File: src/rtl/dmem_pkg.sv
// Shared types and widths for the data-memory arbiter.
package dmem_pkg;

  localparam int unsigned DataW = 32;
  localparam int unsigned BeW   = 4;

  typedef enum logic {
    StArb  = 1'b0,
    StLock = 1'b1
  } arb_state_e;

endpackage

File: src/rtl/starve_counter.sv
// Saturating wait counter; flags when a denied requester has waited MaxVal cycles.
module starve_counter #(
  parameter int unsigned MaxVal = 4
) (
  input  logic clk,
  input  logic rst,
  input  logic i_clr,
  input  logic i_inc,
  output logic o_at_max
);

  localparam logic [3:0] MaxCnt = 4'(MaxVal);

  logic [3:0] r_cnt;

  always_ff @(posedge clk or posedge rst) begin
    if (rst) begin
      r_cnt <= '0;
    end else if (i_clr) begin
      r_cnt <= '0;
    end else if (i_inc && (r_cnt != MaxCnt)) begin
      r_cnt <= r_cnt + 4'd1;
    end
  end

  assign o_at_max = (r_cnt == MaxCnt);

endmodule

File: src/rtl/dmem_arbiter.sv
// Shares the single-port data RAM between the CPU data port and a debug/loader master.
// CPU has priority; a starvation guard and a lock mode give the debug master access.
module dmem_arbiter
  import dmem_pkg::*;
#(
  parameter int unsigned ADDR_W   = 10,
  parameter int unsigned MAX_WAIT = 4
) (
  input  logic              clk,
  input  logic              rst,
  input  logic              cpu_ce,
  input  logic [BeW-1:0]    cpu_we,
  input  logic [31:0]       cpu_addr,
  input  logic [DataW-1:0]  cpu_wdata,
  output logic [DataW-1:0]  cpu_rdata,
  output logic              cpu_stall,
  input  logic              dbg_req,
  input  logic              dbg_lock,
  input  logic [BeW-1:0]    dbg_we,
  input  logic [31:0]       dbg_addr,
  input  logic [DataW-1:0]  dbg_wdata,
  output logic              dbg_gnt,
  output logic              dbg_rvalid,
  output logic [DataW-1:0]  dbg_rdata,
  output logic              dbg_locked,
  output logic              ram_ena,
  output logic [BeW-1:0]    ram_wea,
  output logic [ADDR_W-1:0] ram_addr,
  output logic [DataW-1:0]  ram_dina,
  input  logic [DataW-1:0]  ram_douta
);

  arb_state_e r_state, w_state_d;
  logic       r_rd_dbg;
  logic       w_at_max;
  logic       w_gnt_dbg;
  logic       w_gnt_cpu;
  logic       w_unused_addr;

  // Upper address bits are outside the RAM and intentionally dropped.
  assign w_unused_addr = ^{cpu_addr[31:ADDR_W], dbg_addr[31:ADDR_W]};

  assign w_state_d = dbg_lock ? StLock : StArb;

  always_ff @(posedge clk or posedge rst) begin
    if (rst) begin
      r_state  <= StArb;
      r_rd_dbg <= 1'b0;
    end else begin
      r_state  <= w_state_d;
      r_rd_dbg <= w_gnt_dbg & (dbg_we == '0);
    end
  end

  // Grants are forced low during reset so nothing reaches the RAM.
  always_comb begin
    w_gnt_dbg = 1'b0;
    w_gnt_cpu = 1'b0;
    if (!rst) begin
      if (r_state == StLock) begin
        w_gnt_dbg = dbg_req;
      end else begin
        w_gnt_dbg = dbg_req & (~cpu_ce | w_at_max);
        w_gnt_cpu = cpu_ce & ~w_gnt_dbg;
      end
    end
  end

  starve_counter #(
    .MaxVal (MAX_WAIT)
  ) u_starve_counter (
    .clk      (clk),
    .rst      (rst),
    .i_clr    (~dbg_req | w_gnt_dbg | (w_state_d == StLock)),
    .i_inc    (dbg_req & ~w_gnt_dbg),
    .o_at_max (w_at_max)
  );

  always_comb begin
    ram_ena  = w_gnt_dbg | w_gnt_cpu;
    ram_wea  = '0;
    ram_addr = cpu_addr[ADDR_W-1:0];
    ram_dina = cpu_wdata;
    if (w_gnt_dbg) begin
      ram_wea  = dbg_we;
      ram_addr = dbg_addr[ADDR_W-1:0];
      ram_dina = dbg_wdata;
    end else if (w_gnt_cpu) begin
      ram_wea  = cpu_we;
    end
  end

  assign cpu_stall  = ~rst & cpu_ce & ~w_gnt_cpu;
  assign dbg_gnt    = w_gnt_dbg;
  assign dbg_rvalid = r_rd_dbg;
  assign dbg_rdata  = ram_douta;
  assign cpu_rdata  = ram_douta;
  assign dbg_locked = (r_state == StLock);

endmodule

File: config.mk
export PLATFORM = sky130hd
export DESIGN_NAME = dmem_arbiter
export DESIGN_NICKNAME = d
export VERILOG_FILES = /design/src/rtl/dmem_pkg.sv /design/src/rtl/starve_counter.sv /design/src/rtl/dmem_arbiter.sv
export SDC_FILE = /design/constraint.sdc
export NUM_CORES = 1
export LEC_CHECK = 0
export ABC_AREA = 1
export CAP_MARGIN = 5
export CORE_AREA = 2 2 112 114
export DETAILED_ROUTE_END_ITERATION = 12
export DIE_AREA = 0 0 114 116
export PLACE_DENSITY_LB_ADDON = 0.12
export SKIP_CTS_REPAIR_TIMING = 1
export SLEW_MARGIN = 20
export SYNTH_ARGS = -nofsm -noshare
export SYNTH_HDL_FRONTEND = slang
export SYNTH_HIERARCHICAL = 1
export SYNTH_SLANG_ARGS = --single-unit
File: constraint.sdc
create_clock -name clk -period 5.3 [get_ports clk]
set_clock_uncertainty 0.1 [all_clocks]
set_input_delay 1.06 -clock clk [delete_from_list [all_inputs] [get_ports clk]]
set_output_delay 1.06 -clock clk [all_outputs]
set_load 0.01 [all_outputs]
==> reports/metrics.yaml <==
hold_path:
  holdPathStages: 2
  hold_path_class: "register to register"
  holdCritStartpoint: "u_starve_counter/r_cnt[3]"
detailed_routing:
  drc_errors: 0
  wl_per_cell_um: 13.4
  via_count: 1866
  wl_met2_mm: 3.27
  met1Wirelength_mm: 2.37
  via_per_inst: 3.78
  drt_iter0_drc: 84
  wirelength_mm: 6.59
  dr.pass1.iters: 4
  met3_length_um: 766
  top_layer: "met4"
  drtAntennaViolNets: 0
synthesis:
  ys_seq_area_frac: 0.0939
  avgSynthCellArea_sq_um: 5.90
  synth.distinct_cells: 19
  synth.area.top_cells: "buf_4 30%, nand2_1 23%, nand3_1 16%, dfrtp_1 9.4%, buf_6 6.3%"
  syn_inst: 271
  yosysTopAreaCell: "buf_4"
  synth_edf_count: 0
  synth_seq_cells: 6
  yosysWarnings: 6
  synthDominantCellAreaShare: 0.300
  syn_area_sq_mm: 0.00160
  synth_ff_type: "dfrtp_1"
  synth_nets: 446
  async_flop_share: 1.00
clocking:
  clk_path_buf_depth: 2
  htree_levels: 1
  cts.sinks: 6
  clockRootBuffer: "clkbuf_16"
  clk_pin_slew_ns: 0.03
  cts_tree: "built"
  clkLatencyLatePin_ns: 0.23
  numCtsBuffers: 3
power:
  powerDensity_mw_per_mm2: 137
  power.leakage_nw: 1.24
  peakVddDrop_mv: 0.153
  total_power_uw: 378
die:
  die_area_sq_mm: 0.0132
  start_util: 0.134
  die_h_um: 116
  num_rows: 40
  coreArea_sq_mm: 0.0119
  die_w_um: 114
  io_pins: 288
placement:
  dp_hpwl_mm: 4.99
  port_buffers: 147
  gp_congestion: 0.694
  post-place-ws_ns: 1.07
  placed_area_sq_mm: 0.00268
finish:
  n_antenna_cell: 0
  fillers: 1319
  multi_input_area_sq_um: 797
  seqCellArea_sq_um: 150
  synthToLayoutAreaGrowth_pct: 72.5
  fin_area_sq_mm: 0.00276
  fin_nets: 523
  drive_above_1_share: 0.0434
  fin_util: 0.232
setup_path:
  cp_data_arrival_time_ns: 3.03
  critPathLaunchType: "input port"
  reg2regPathDepth: 13
  startpoint: "dbg_req"
  critPathMaxFanout: 46
  r2r_start: "u_starve_counter/r_cnt[0]"
  critical_path_required_ns: 4.14
  end_kind: "output port"
  path_class: "input port to output port"
global_route:
  grt_antenna_before_repair: 0
  grt_util_all_layers: 0.0886
  gr-total-overflow: 0
  grt_pass1_wl_mm: 9.31
  grt_max_degree: 47
  grt_pass1_vias: 1781
timing:
  worst_pin_slew_ns: 0.544
  setup_viol: 0
  fmax_ghz: 0.239
  relSlewSlack: 0.637
  finalCritPeriodShare: 0.790
  rsz0062_at_grt: "false"
  min_period_ns: 4.19
  postLayoutSetupSlackWorst_ns: 1.11
  tns_ns: 0
  hold_viol: 0
  slew_viol_final: 0
run_status:
  status: "complete, no violations"
flow_run:
  drv_cap: 0
layer usage:
metal,GRT usage,up-vias
li1,-,947
met1,0.0905,804
met2,0.166,96
met3,0.0309,19
met4,0.0341,0
met5,0,-
sequential cells by signal, indices dropped and copies added (netlist names):
name	flops
u_starve_counter/r_cnt	4
dbg_locked	1
dbg_rvalid	1
worst max-delay path: stages:
cell	delay (ns)
clkdlybuf4s50_1	0.52
inv_2	0.07
nor2_4	0.09
buf_4	0.47
nand3_1	0.13
nand2_1	0.10
clkdlybuf4s50_1	0.57
cell usage in the layout, fill, tap and decap left out, types with 2 or more instances in the layout:
| cell | n |
|---|---|
| nand3_1 | 50 |
| nor2_1 | 5 |
| clkbuf_16 | 3 |
| nor2_4 | 2 |
| ha_1 | 2 |
| nand2_1 | 99 |
| o21ai_0 | 3 |
| nand4_1 | 7 |
| inv_2 | 2 |
| clkdlybuf4s50_1 | 147 |
| buf_4 | 2 |
| inv_1 | 10 |
| dfrtp_1 | 6 |
| nor2_2 | 2 |
power by group:
part / switching, mW / internal, mW / total, mW
Clock: 0.0245 / 0.0967 / 0.121
Combinational: 0.0796 / 0.130 / 0.209
Sequential: 0.000741 / 0.0470 / 0.0477
through the flow:
step | hold WS (ns) | std cells
2_1_floorplan | 0.422 | 271
3_3_place_gp | 0.468 | 490
3_5_place_dp | 0.465 | 490
4_1_cts | 0.473 | 493
5_1_grt | 0.501 | 493
6_report | 0.472 | 493
kinds of logic after synthesis:
family,share of synthesized area
AO/OA/AOI/OAI,0.0141
flip-flops,0.0939
adder cells (fa/ha/maj),0.0156
buffers and inverters,0.408
AND/OR/NAND/NOR,0.469
path summary, 6_finish.rpt:
| check | end | slack [ns] |
|---|---|---|
| setup / recovery | ram_dina[1] | 1.11 |
| hold / removal | u_starve_counter/r_cnt[3] | 0.47 |
| setup reg to reg | u_starve_counter/r_cnt[1] | 3.01 |
| hold reg to reg | u_starve_counter/r_cnt[3] | 0.47 |
| max in group asynchronous | u_starve_counter/r_cnt[0] | 3.87 |
| min in group asynchronous | dbg_locked | 1.04 |
cell type report:
class / instances / share of cell area
clock buffers: 3 / 0.0272
inverters: 12 / 0.0163
multi-input cells: 175 / 0.289
flip-flops and latches: 6 / 0.0544
well taps: 147 / 0.0667
repair buffers: 150 / 0.546
cell usage after synthesis (2+ instances only):
library cell,n
buf_2,5
buf_4,64
buf_6,9
dfrtp_1,6
ha_1,2
inv_1,10
inv_2,2
nand2_1,99
nand3_1,50
nand4_1,7
nor2_1,5
nor2_2,2
nor2_4,2
o21ai_0,3
(Power assumes the default switching activity.)
